### src/rtl/endpoint_flit_tx.sv
// Endpoint injection transmitter: turns packet requests into HEAD/BODY/TAIL
// flits for switch port 0 under per-VC credit flow control.
package endpoint_flit_tx_pkg;
  localparam int FLIT_VC_W   = 1;
  localparam int FLIT_NODE_W = 3;
  localparam int FLIT_DATA_W = 32;

  typedef enum logic [1:0] {
    KIND_HEAD = 2'd0,
    KIND_BODY = 2'd1,
    KIND_TAIL = 2'd2
  } flit_kind_t;

  typedef struct packed {
    logic [FLIT_VC_W-1:0]   vc;
    logic [FLIT_NODE_W-1:0] dest;
    flit_kind_t             kind;
    logic [FLIT_DATA_W-1:0] payload;
  } flit_t;

  typedef enum logic [1:0] {
    ST_IDLE = 2'd0,
    ST_HEAD = 2'd1,
    ST_BODY = 2'd2
  } state_t;
endpackage

// Handshakes: a transfer happens on a rising edge where valid & ready are both
// high; ready never depends combinationally on the matching valid.
module endpoint_flit_tx
  import endpoint_flit_tx_pkg::*;
#(
  parameter int NUM_VCS     = 2,
  parameter int BUFFER_SIZE = 8,
  parameter int TOTAL_NODES = 4,
  parameter int NODE        = 1,
  parameter int MAX_LEN     = 15,
  parameter int DATA_W      = 32,
  localparam int VC_W   = (NUM_VCS > 1) ? $clog2(NUM_VCS) : 1,
  localparam int NODE_W = $clog2(TOTAL_NODES + 1),
  localparam int LEN_W  = $clog2(MAX_LEN + 1),
  localparam int CRED_W = $clog2(BUFFER_SIZE + 1)
) (
  input  logic               clk,
  input  logic               n_rst,
  input  logic               req_valid,
  output logic               req_ready,
  input  logic [NODE_W-1:0]  req_dest,
  input  logic [VC_W-1:0]    req_vc,
  input  logic [LEN_W-1:0]   req_len,
  input  logic [DATA_W-1:0]  wdata,
  input  logic               wdata_valid,
  output logic               wdata_ready,
  output flit_t              out_flit,
  output logic               data_ready_out,
  input  logic [NUM_VCS-1:0] credit_granted,
  output logic               busy,
  output logic               credit_err,
  output state_t             fsm_state
);

  localparam logic [NODE_W-1:0] NODE_ID  = NODE[NODE_W-1:0];
  localparam logic [CRED_W-1:0] CRED_MAX = CRED_W'(BUFFER_SIZE);

  state_t             state;
  logic [NODE_W-1:0]  dest_q;
  logic [VC_W-1:0]    vc_q;
  logic [LEN_W-1:0]   len_q;
  logic [LEN_W-1:0]   cnt_q;
  logic [CRED_W-1:0]  credit [NUM_VCS];

  logic               has_credit;
  logic               send_head;
  logic               send_body;
  logic [LEN_W-1:0]   cnt_next;
  logic [DATA_W-1:0]  head_payload;
  logic [NUM_VCS-1:0] take;

  // Send decisions look only at the registered credit count.
  always_comb begin
    has_credit   = (credit[vc_q] != '0);
    req_ready    = (state == ST_IDLE);
    wdata_ready  = (state == ST_BODY) && has_credit;
    send_head    = (state == ST_HEAD) && has_credit;
    send_body    = wdata_valid && wdata_ready;
    cnt_next     = cnt_q + 1'b1;
    head_payload = '0;
    head_payload[NODE_W+LEN_W-1:0] = {NODE_ID, len_q};
    take = '0;
    for (int v = 0; v < NUM_VCS; v++) begin
      take[v] = (send_head || send_body) && (vc_q == VC_W'(v));
    end
  end

  assign busy      = (state != ST_IDLE);
  assign fsm_state = state;

  always_ff @(posedge clk) begin
    if (n_rst) begin
      state          <= ST_IDLE;
      dest_q         <= '0;
      vc_q           <= '0;
      len_q          <= '0;
      cnt_q          <= '0;
      out_flit       <= '0;
      data_ready_out <= 1'b0;
      credit_err     <= 1'b0;
      for (int v = 0; v < NUM_VCS; v++) credit[v] <= CRED_MAX;
    end else begin
      data_ready_out <= 1'b0;
      case (state)
        ST_IDLE: begin
          if (req_valid) begin
            dest_q <= req_dest;
            vc_q   <= req_vc;
            len_q  <= req_len;
            cnt_q  <= '0;
            state  <= ST_HEAD;
          end
        end
        ST_HEAD: begin
          if (send_head) begin
            // A zero-length packet is a single flit that is both head and tail.
            out_flit <= '{vc: vc_q, dest: dest_q,
                          kind: (len_q == '0) ? KIND_TAIL : KIND_HEAD,
                          payload: head_payload};
            data_ready_out <= 1'b1;
            state <= (len_q == '0) ? ST_IDLE : ST_BODY;
          end
        end
        ST_BODY: begin
          if (send_body) begin
            cnt_q    <= cnt_next;
            out_flit <= '{vc: vc_q, dest: dest_q,
                          kind: (cnt_next == len_q) ? KIND_TAIL : KIND_BODY,
                          payload: wdata};
            data_ready_out <= 1'b1;
            if (cnt_next == len_q) state <= ST_IDLE;
          end
        end
        default: state <= ST_IDLE;
      endcase

      // Simultaneous send and return on one VC cancel out.
      for (int v = 0; v < NUM_VCS; v++) begin
        if (credit_granted[v] && !take[v]) begin
          if (credit[v] == CRED_MAX) credit_err <= 1'b1;
          else                       credit[v]  <= credit[v] + 1'b1;
        end else if (take[v] && !credit_granted[v]) begin
          credit[v] <= credit[v] - 1'b1;
        end
      end
    end
  end

endmodule

### config.mk
export PLATFORM = sky130hd
export DESIGN_NAME = endpoint_flit_tx
export DESIGN_NICKNAME = d
export VERILOG_FILES = /design/src/rtl/endpoint_flit_tx.sv
export SDC_FILE = /design/constraint.sdc
export NUM_CORES = 1
export LEC_CHECK = 0
export BUFFER_PORTS_ARGS = -buffer_cell sky130_fd_sc_hd__buf_2
export CAP_MARGIN = 25
export CORE_MARGIN = 4
export CORE_UTILIZATION = 47
export DETAILED_ROUTE_END_ITERATION = 6
export HOLD_SLACK_MARGIN = 0.02
export MAX_ROUTING_LAYER = met4
export PLACE_DENSITY = 0.85
export REMOVE_ABC_BUFFERS = 1
export SETUP_SLACK_MARGIN = 0.05
export SLEW_MARGIN = 5
export SYNTH_ARGS = -nofsm -noshare
export SYNTH_HDL_FRONTEND = slang
export SYNTH_SLANG_ARGS = --single-unit
### constraint.sdc
create_clock -name clk -period 4.2 [get_ports clk]
set_clock_uncertainty 0.15 [all_clocks]
set_input_delay 0.84 -clock clk [delete_from_list [all_inputs] [get_ports clk]]
set_output_delay 0.84 -clock clk [all_outputs]
set_load 0.02 [all_outputs]
==> results.txt, run 1 <==
----------------------------------------------------
[Finish]
  Footprint of the multi-input gates ... 0.00147 sq mm
  Utilization of the core after routing ... 60.2%
  Fraction of final layout cells with drive strength greater than 1 ... roughly 29%
  Sequential cell area in the final layout ... 0.00134 sq mm
  Nets ... 479
  Non-filler instance count after layout ... 504
  Number of diodes added for antenna fixing ... 0
  Layout fillers ... 567
  Layout overhead on the synthesized area ... 22.1%

[Critical path]
  CP Data Arrival Time ... 3.07 ns
  Worst setup path category ... reg -> reg
  Highest fanout seen on the critical path ... 4
  Type of destination of the critical path ... flip-flop
  Setup slack on the worst flop-to-flop path ... 1.07 ns
  Required time of the critical path ... 4.14 ns
  Worst Reg-to-Reg Cells ... 11
  Worst reg2reg startpoint ... fsm_state[1]
  RR Endpoint ... credit[0][3]
  Kind of launch point of the worst setup path ... flip-flop

[Synthesis]
  Total number of yosys warnings ... 0
  Post-synth EDFFs ... 8
  Count of distinct cell types in the synthesized netlist ... 52
  Post-synthesis area per instance ... 8.68 sq um
  Post-Syn Instances ... 342
  Most area-consuming cells after synthesis ... sky130_fd_sc_hd__dfxtp_1 (37%), sky130_fd_sc_hd__a21oi_1 (8.1%), sky130_fd_sc_hd__edfxtp_1 (8.1%)
  Largest area contributor in the synthesized netlist ... sky130_fd_sc_hd__dfxtp_1
  Share of synthesized registers carrying an async set or reset ... 0%
  Prevailing post-synth register cell ... sky130_fd_sc_hd__dfxtp_1
  Synth Register Bits ... 63
  Dominant cell by count in the synthesized netlist ... sky130_fd_sc_hd__dfxtp_1
  Synth top area share ... between 30% and 40%
  Sequential cell area fraction in the yosys report ... 45.2%
  Most frequent cells after synthesis ... sky130_fd_sc_hd__dfxtp_1 (55), sky130_fd_sc_hd__nand2_1 (52), sky130_fd_sc_hd__a21oi_1 (48)
  Area of the mapped netlist ... roughly 0.0030 sq mm

[Worst hold path]
  Hold Path End ... out_flit[17]
  Number of instances on the worst hold path ... 2
  Worst hold start ... out_flit[17]
  Worst hold path type ... reg -> reg

[Timing]
  Hold slack ... between 0.3 and 0.4 ns
  Final critical-path share of the clock period ... approximately three quarters
  Final setup viols ... 0
  Final worst slack ... 1.07 ns
  Worst slew margin ... 30.2%
  Setup repair after global routing missed its margin ... false
  Final count of pins violating max slew ... 0
  Final hold violation count ... 0
  Least-Margin Pin Slew ... 1.03 ns
  Sum of negative setup slack ... 0 ns
  Period minus WS final ... 3.13 ns
  Top achievable clock speed ... between 300 and 400 MHz

[Detailed routing]
  First-iteration detailed-routing DRC count ... 109
  Average detailed-routed wire length per instance ... 15.0 um
  Count of antenna-violating nets left after detailed routing ... 0
  Via Count ... 2738
  Final routed DRC violation total ... 0
  Average via count per standard cell ... 5.43
  Wire length after detailed routing ... about 7.6 mm
  Number of detailed-route iterations in the first pass ... 5

[CTS]
  Master cell of the clock root buffer ... sky130_fd_sc_hd__clkbuf_8
  Clock slew seen by the registers of the worst setup and hold paths ... around 0.07 ns
  Clk Latency, worst-skew pair ... around 0.34 ns
  Post-cts gate resize count ... 0
  Clock sink count ... 63
  CTS buffer count ... 9
  Bufs on Longest Clock Path ... 2
  Setup bufs post-CTS ... 0
  Count of hold-fix buffers inserted at cts ... 0
  TritonCTS clock tree ... built
  H-tree lvl count ... 3

[Power and ir drop]
  Pwr Density ... 426 mW/mm^2
  Static leakage ... 1.51 nW
  Maximum ir drop on the vdd rail ... 239 uV

[GRT]
  Initial antenna violation count ... 0
  GR Util All Layers ... between 20% and 30%
  Global route overflow ... 0
  Largest net degree at the start of global routing ... 55
  Global-route wire length before repair ... 11.9 mm
  Number of global-route vias before repair ... 2662

[Place]
  Post-place setup slack ... slightly below 0.8 ns
  Half-perimeter wire length of the detailed placement result ... 5.40 mm
  # placed instances ... 488
  Count of port buffers added during placement ... 90
  Routability Congestion ... 0.842

[Floorplanning]
  FP Rows ... 28
  Area of the die ... 0.00765 sq mm
  Y dimension of the die ... slightly below 90 um
  Width of the die ... 87.5 um
  Core ar. ... 0.00603 sq mm
  Initial Util ... approximately half
  I/O pin cnt ... between 90 and 100

[Outcome]
  Run status ... finished clean

[Flow run]
  Max-cap violation count ... 0

----------------------------------------------------
how the worst max path moves through the flow:
stage / cells after the start / to / slack (ns) / start
floorplan: 10 / credit[0][3] / 0.53 / fsm_state[1]
global placement: 10 / credit[0][3] / 1.02 / wdata_valid
detailed placement: 10 / credit[0][3] / 0.79 / wdata_valid
CTS: 11 / credit[0][3] / 1.09 / fsm_state[1]
global route: 11 / credit[0][3] / 0.96 / fsm_state[1]
finish: 11 / credit[0][3] / 1.07 / fsm_state[1]
critical path, stage by stage, from the launching register on:
cell                       delay [ns]
sky130_fd_sc_hd__dfxtp_1         0.33
sky130_fd_sc_hd__inv_1           0.10
sky130_fd_sc_hd__ha_1            0.24
sky130_fd_sc_hd__a21o_1          0.14
sky130_fd_sc_hd__o221ai_1        0.19
sky130_fd_sc_hd__nor4_1          0.62
sky130_fd_sc_hd__ha_1            0.36
sky130_fd_sc_hd__a21o_1          0.18
sky130_fd_sc_hd__a21oi_1         0.17
sky130_fd_sc_hd__xnor2_1         0.18
sky130_fd_sc_hd__xnor2_1         0.16
sky130_fd_sc_hd__nand2b_1        0.07
placed cells by master (no fill, tap or decap), drive strengths merged, types with 3 or more instances in the layout:
cell type	count
buf	94
mux2i	4
and3	3
o21ai	6
and2	3
clkinv	3
nand2b	5
nand3	46
clkbuf	10
xnor2	6
dfxtp	55
or3	3
inv	13
nor2	11
a21oi	48
xor2	4
nand2	52
edfxtp	8
ha	8
a211oi	7
through the flow:
step                      power, mW  cell area (sq um)
after detailed placement       1.05               3430
after floorplan               0.929               2850
final                          1.54               3620
after CTS                      1.55               3620
after global routing           1.62               3620
after global placement         1.03               3420
power breakdown:
group | internal (mW) | total [mW] | switching, mW | leakage [nW]
Sequential | 0.661 | 0.701 | 0.0401 | 0.525
Combinational | 0.129 | 0.340 | 0.212 | 0.891
Clock | 0.251 | 0.501 | 0.249 | 0.0981
final cells by class:
type,count,share of cell area (%)
clock buffer,10,4.11
timing repair buffer,94,13.5
sequential,63,37.0
clock inverter,6,1.14
inverter,11,1.14
multi-input combinational,245,40.6
tap,75,2.59
cells by family after synthesis:
| group | Yosys count | synth area share, % |
|---|---|---|
| DFF | 63 | 45.2 |
| muxes | 6 | 2.11 |
| buffers and inverters | 34 | 5.35 |
| AOI/OAI and AO/OA | 85 | 18.4 |
| xor gates and xnor gates | 10 | 2.95 |
| and+or+nand+nor | 135 | 21.9 |
| adders and majority gates | 9 | 4.05 |
sequential cells by signal, summed over array words and instances (netlist names), named ones only:
| signal | count |
|---|---|
| len_q | 4 |
| vc_q | 1 |
| dest_q | 3 |
| cnt_q | 4 |
| fsm_state | 2 |
| credit_err | 1 |
| credit | 8 |
| data_ready_out | 1 |
| out_flit | 38 |
layer usage:
metal  share of wire [%]  vias to the layer above  global-route usage, %  routed length [um]
met1                  43                     1275                   24.2                3270
met2                  51                       82                   33.6                3840
met4                 1.1                        0                   6.83                  80
met5                   0                        -                      -                   0
li1                    -                     1373                      -                   -
met3                 5.0                        8                   4.92                 381
Power figures use the tool's default switching activity.
==> run 2, diff against run 1 <==
Clock period 4.2 ns to 3.19 ns, I/O delays scaled along.
==> run 2 against run 1 <==
Fmax increased by 11%. Final cell count increased by 0.60%. Sequential power increased by 31%. Worst hold slack got worse by 0.0018 ns. Die area unchanged.
==> results.txt, run 2 (synthesized netlist as in run 1, its figures left out) <==
----------------------------------------------------
[Outcome]
  Run status ... finished clean

[Detailed routing]
  Average via count per standard cell ... 5.37 (-1.2%)
  Wire length after detailed routing ... 7.47 mm (-1.4%)
  First-iteration detailed-routing DRC count ... 201 (+84%)
  Final routed DRC violation total ... 0 (unchanged)
  Number of detailed-route iterations in the first pass ... 6 (+1)
  Count of antenna-violating nets left after detailed routing ... 0 (unchanged)
  Average detailed-routed wire length per instance ... 14.7 um (-2.0%)
  Via Count ... 2722 (-0.58%)

[Place]
  Routability Congestion ... 0.800 (-5.0%)
  Half-perimeter wire length of the detailed placement result ... 5.24 mm (-3.1%)
  Count of port buffers added during placement ... 90 (unchanged)

[GRT]
  Initial antenna violation count ... 0 (unchanged)
  GR Util All Layers ... 20.7% (+0.39 points)
  Largest net degree at the start of global routing ... 55 (unchanged)
  Global-route wire length before repair ... 12.1 mm (+1.4%)
  Number of global-route vias before repair ... 2600 (-2.3%)
  Global route overflow ... 0 (unchanged)

[Critical path]
  Highest fanout seen on the critical path ... 5 (+1)
  CP Data Arrival Time ... 2.76 ns (-0.31 ns)
  Required time of the critical path ... 3.14 ns (-1.00 ns)
  Worst setup path category ... reg -> reg
  RR Endpoint ... credit[0][3]
  Worst Reg-to-Reg Cells ... 9 (-2)
  Setup slack on the worst flop-to-flop path ... 0.38 ns (-0.69 ns)
  Kind of launch point of the worst setup path ... flip-flop
  Worst reg2reg startpoint ... credit[1][0]
  Type of destination of the critical path ... flip-flop

[Worst hold path]
  Number of instances on the worst hold path ... 2 (unchanged)
  Hold Path End ... out_flit[10]
  Worst hold path type ... reg -> reg
  Worst hold start ... out_flit[10]

[Timing]
  Final critical-path share of the clock period ... 88.1% (+14 points)
  Top achievable clock speed ... 356 MHz (+11%)
  Final setup viols ... 0 (unchanged)
  Final count of pins violating max slew ... 0 (unchanged)
  Worst slew margin ... 60.9% (+31 points)
  Final hold violation count ... 0 (unchanged)
  Hold slack ... 0.299 ns (-0.00181 ns)
  Setup repair after global routing missed its margin ... false
  Least-Margin Pin Slew ... 0.579 ns (-0.454 ns)
  Period minus WS final ... 2.81 ns (-0.318 ns)

[CTS]
  Post-cts gate resize count ... 0 (unchanged)
  Setup bufs post-CTS ... 0 (unchanged)
  CTS buffer count ... 9 (unchanged)
  Clk Latency, worst-skew pair ... 0.34 ns (about the same)
  H-tree lvl count ... 3 (unchanged)
  Count of hold-fix buffers inserted at cts ... 0 (unchanged)
  Master cell of the clock root buffer ... sky130_fd_sc_hd__clkbuf_8
  Clock slew seen by the registers of the worst setup and hold paths ... 0.07 ns (about the same)
  TritonCTS clock tree ... built
  Clock sink count ... 63 (unchanged)
  Bufs on Longest Clock Path ... 2 (unchanged)

[Power and ir drop]
  Maximum ir drop on the vdd rail ... 392 uV (+64%)
  Reg power frac ... 44.0% (-1.5 points)
  Sw Ratio ... 30.8% (-1.7 points)
  Part of the total power dissipated in combinational logic ... 21.9% (-0.2 points)
  Pwr Density ... 573 mW/mm^2 (+35%)
  Clock share of power ... 34.1% (+1.6 points)
  Static leakage ... 1.53 nW (+1.1%)
  Switching power ... 644 uW (+29%)
  Total power after layout ... 2.09 mW (+36%)
  Internal Pwr Total ... 1.45 mW (+39%)

[Finish]
  Reg with most FFs ... out_flit
  Most used cells in the layout excluding fill and tap cells ... sky130_fd_sc_hd__buf_2 (90), sky130_fd_sc_hd__dfxtp_1 (55), sky130_fd_sc_hd__nand2_1 (52)
  Layout overhead on the synthesized area ... 23.1%
  Layout fillers ... 558 (-1.6%)
  Nets ... 482 (+0.63%)
  Fraction of final layout cells with drive strength greater than 1 ... 28.9% (+0.26 points)
  Largest registers ... out_flit x38, credit x8
  Most common cell after layout, fill and taps aside ... sky130_fd_sc_hd__buf_2
  Number of flip-flops under the largest register name ... 38 (unchanged)
  Number of diodes added for antenna fixing ... 0 (unchanged)

[Floorplanning]
  Width of the die ... 87.5 um (unchanged)
  Y dimension of the die ... 87.5 um (unchanged)
  FP Rows ... 28 (unchanged)
  Area of the die ... 0.00765 sq mm (unchanged)
  Core ar. ... 0.00603 sq mm (unchanged)
  I/O pin cnt ... 91 (unchanged)
  Initial Util ... 49.3% (unchanged)

[Flow run]
  Max-cap violation count ... 0 (unchanged)

----------------------------------------------------
run 2: cell types whose count changed in the layout (fill, tap and decap cells not counted), sizes merged:
cell / previous run / this run
clkbuf: 10 / 12
inv: 13 / 12
bufinv: 0 / 1
buf: 94 / 96
clkinv: 3 / 2
run 2: stage by stage:
stage               setup TNS (ns)  area [sq um]  utilization [%]  setup slack (ns)  std cells
floorplan                   -0.762          2850                -            -0.481        319
CTS                              0          3650             60.5             0.381        506
finish                           0          3650             60.6             0.379        507
global route                     0          3650             60.6             0.168        507
global placement                 0          3440             57.1             0.458        490
detailed placement               0          3440             57.1             0.386        490
run 2: how the worst max path moves through the flow:
stage	from	endpoint	depth (start not counted)
3_3_place_gp	wdata_valid	credit[0][3]	10
6_report	credit[1][0]	credit[0][3]	9
5_1_grt	credit[1][0]	credit[0][3]	9
2_1_floorplan	fsm_state[1]	credit[0][3]	10
3_5_place_dp	wdata_valid	credit[0][3]	10
4_1_cts	credit[1][0]	credit[0][3]	9
run 2: critical path, stage by stage, from the launching register on:
cell	delay [ns]
sky130_fd_sc_hd__edfxtp_1	0.45
sky130_fd_sc_hd__or3_1	0.49
sky130_fd_sc_hd__o221ai_1	0.35
sky130_fd_sc_hd__nor4_1	0.11
sky130_fd_sc_hd__buf_4	0.17
sky130_fd_sc_hd__ha_1	0.31
sky130_fd_sc_hd__a21oi_1	0.18
sky130_fd_sc_hd__xnor2_1	0.16
sky130_fd_sc_hd__xnor2_1	0.14
sky130_fd_sc_hd__nand2b_1	0.06
run 2: power by group through the flow:
stage,clock [mW],sequential [mW],combinational (mW)
6_report,0.713,0.921,0.459
5_1_grt,0.765,0.927,0.507
4_1_cts,0.731,0.919,0.456
3_5_place_dp,0,0.937,0.454
3_3_place_gp,0,0.932,0.437
2_1_floorplan,0,0.949,0.274
run 2: metal layers:
layer  wire (um)  share of wire (%)  vias up  global-route usage [%]
li1            -                  -     1378                       -
met1        3230                 43     1243                    26.0
met2        3630                 49       92                    32.0
met3         507                6.8        9                    5.39
met4         107                1.4        0                    7.95
met5           0                  0        -                       -
run 2: layout make-up:
type,count,area (sq um),share of cell area (%)
Multi-Input combinational cell,245,1470,40.2
Sequential cell,63,1340,36.7
Timing Repair Buffer,97,500,13.7
Clock buffer,11,153,4.18
Tap cell,75,93.8,2.57
Clock inverter,5,53.8,1.47
Inverter,11,41.3,1.13
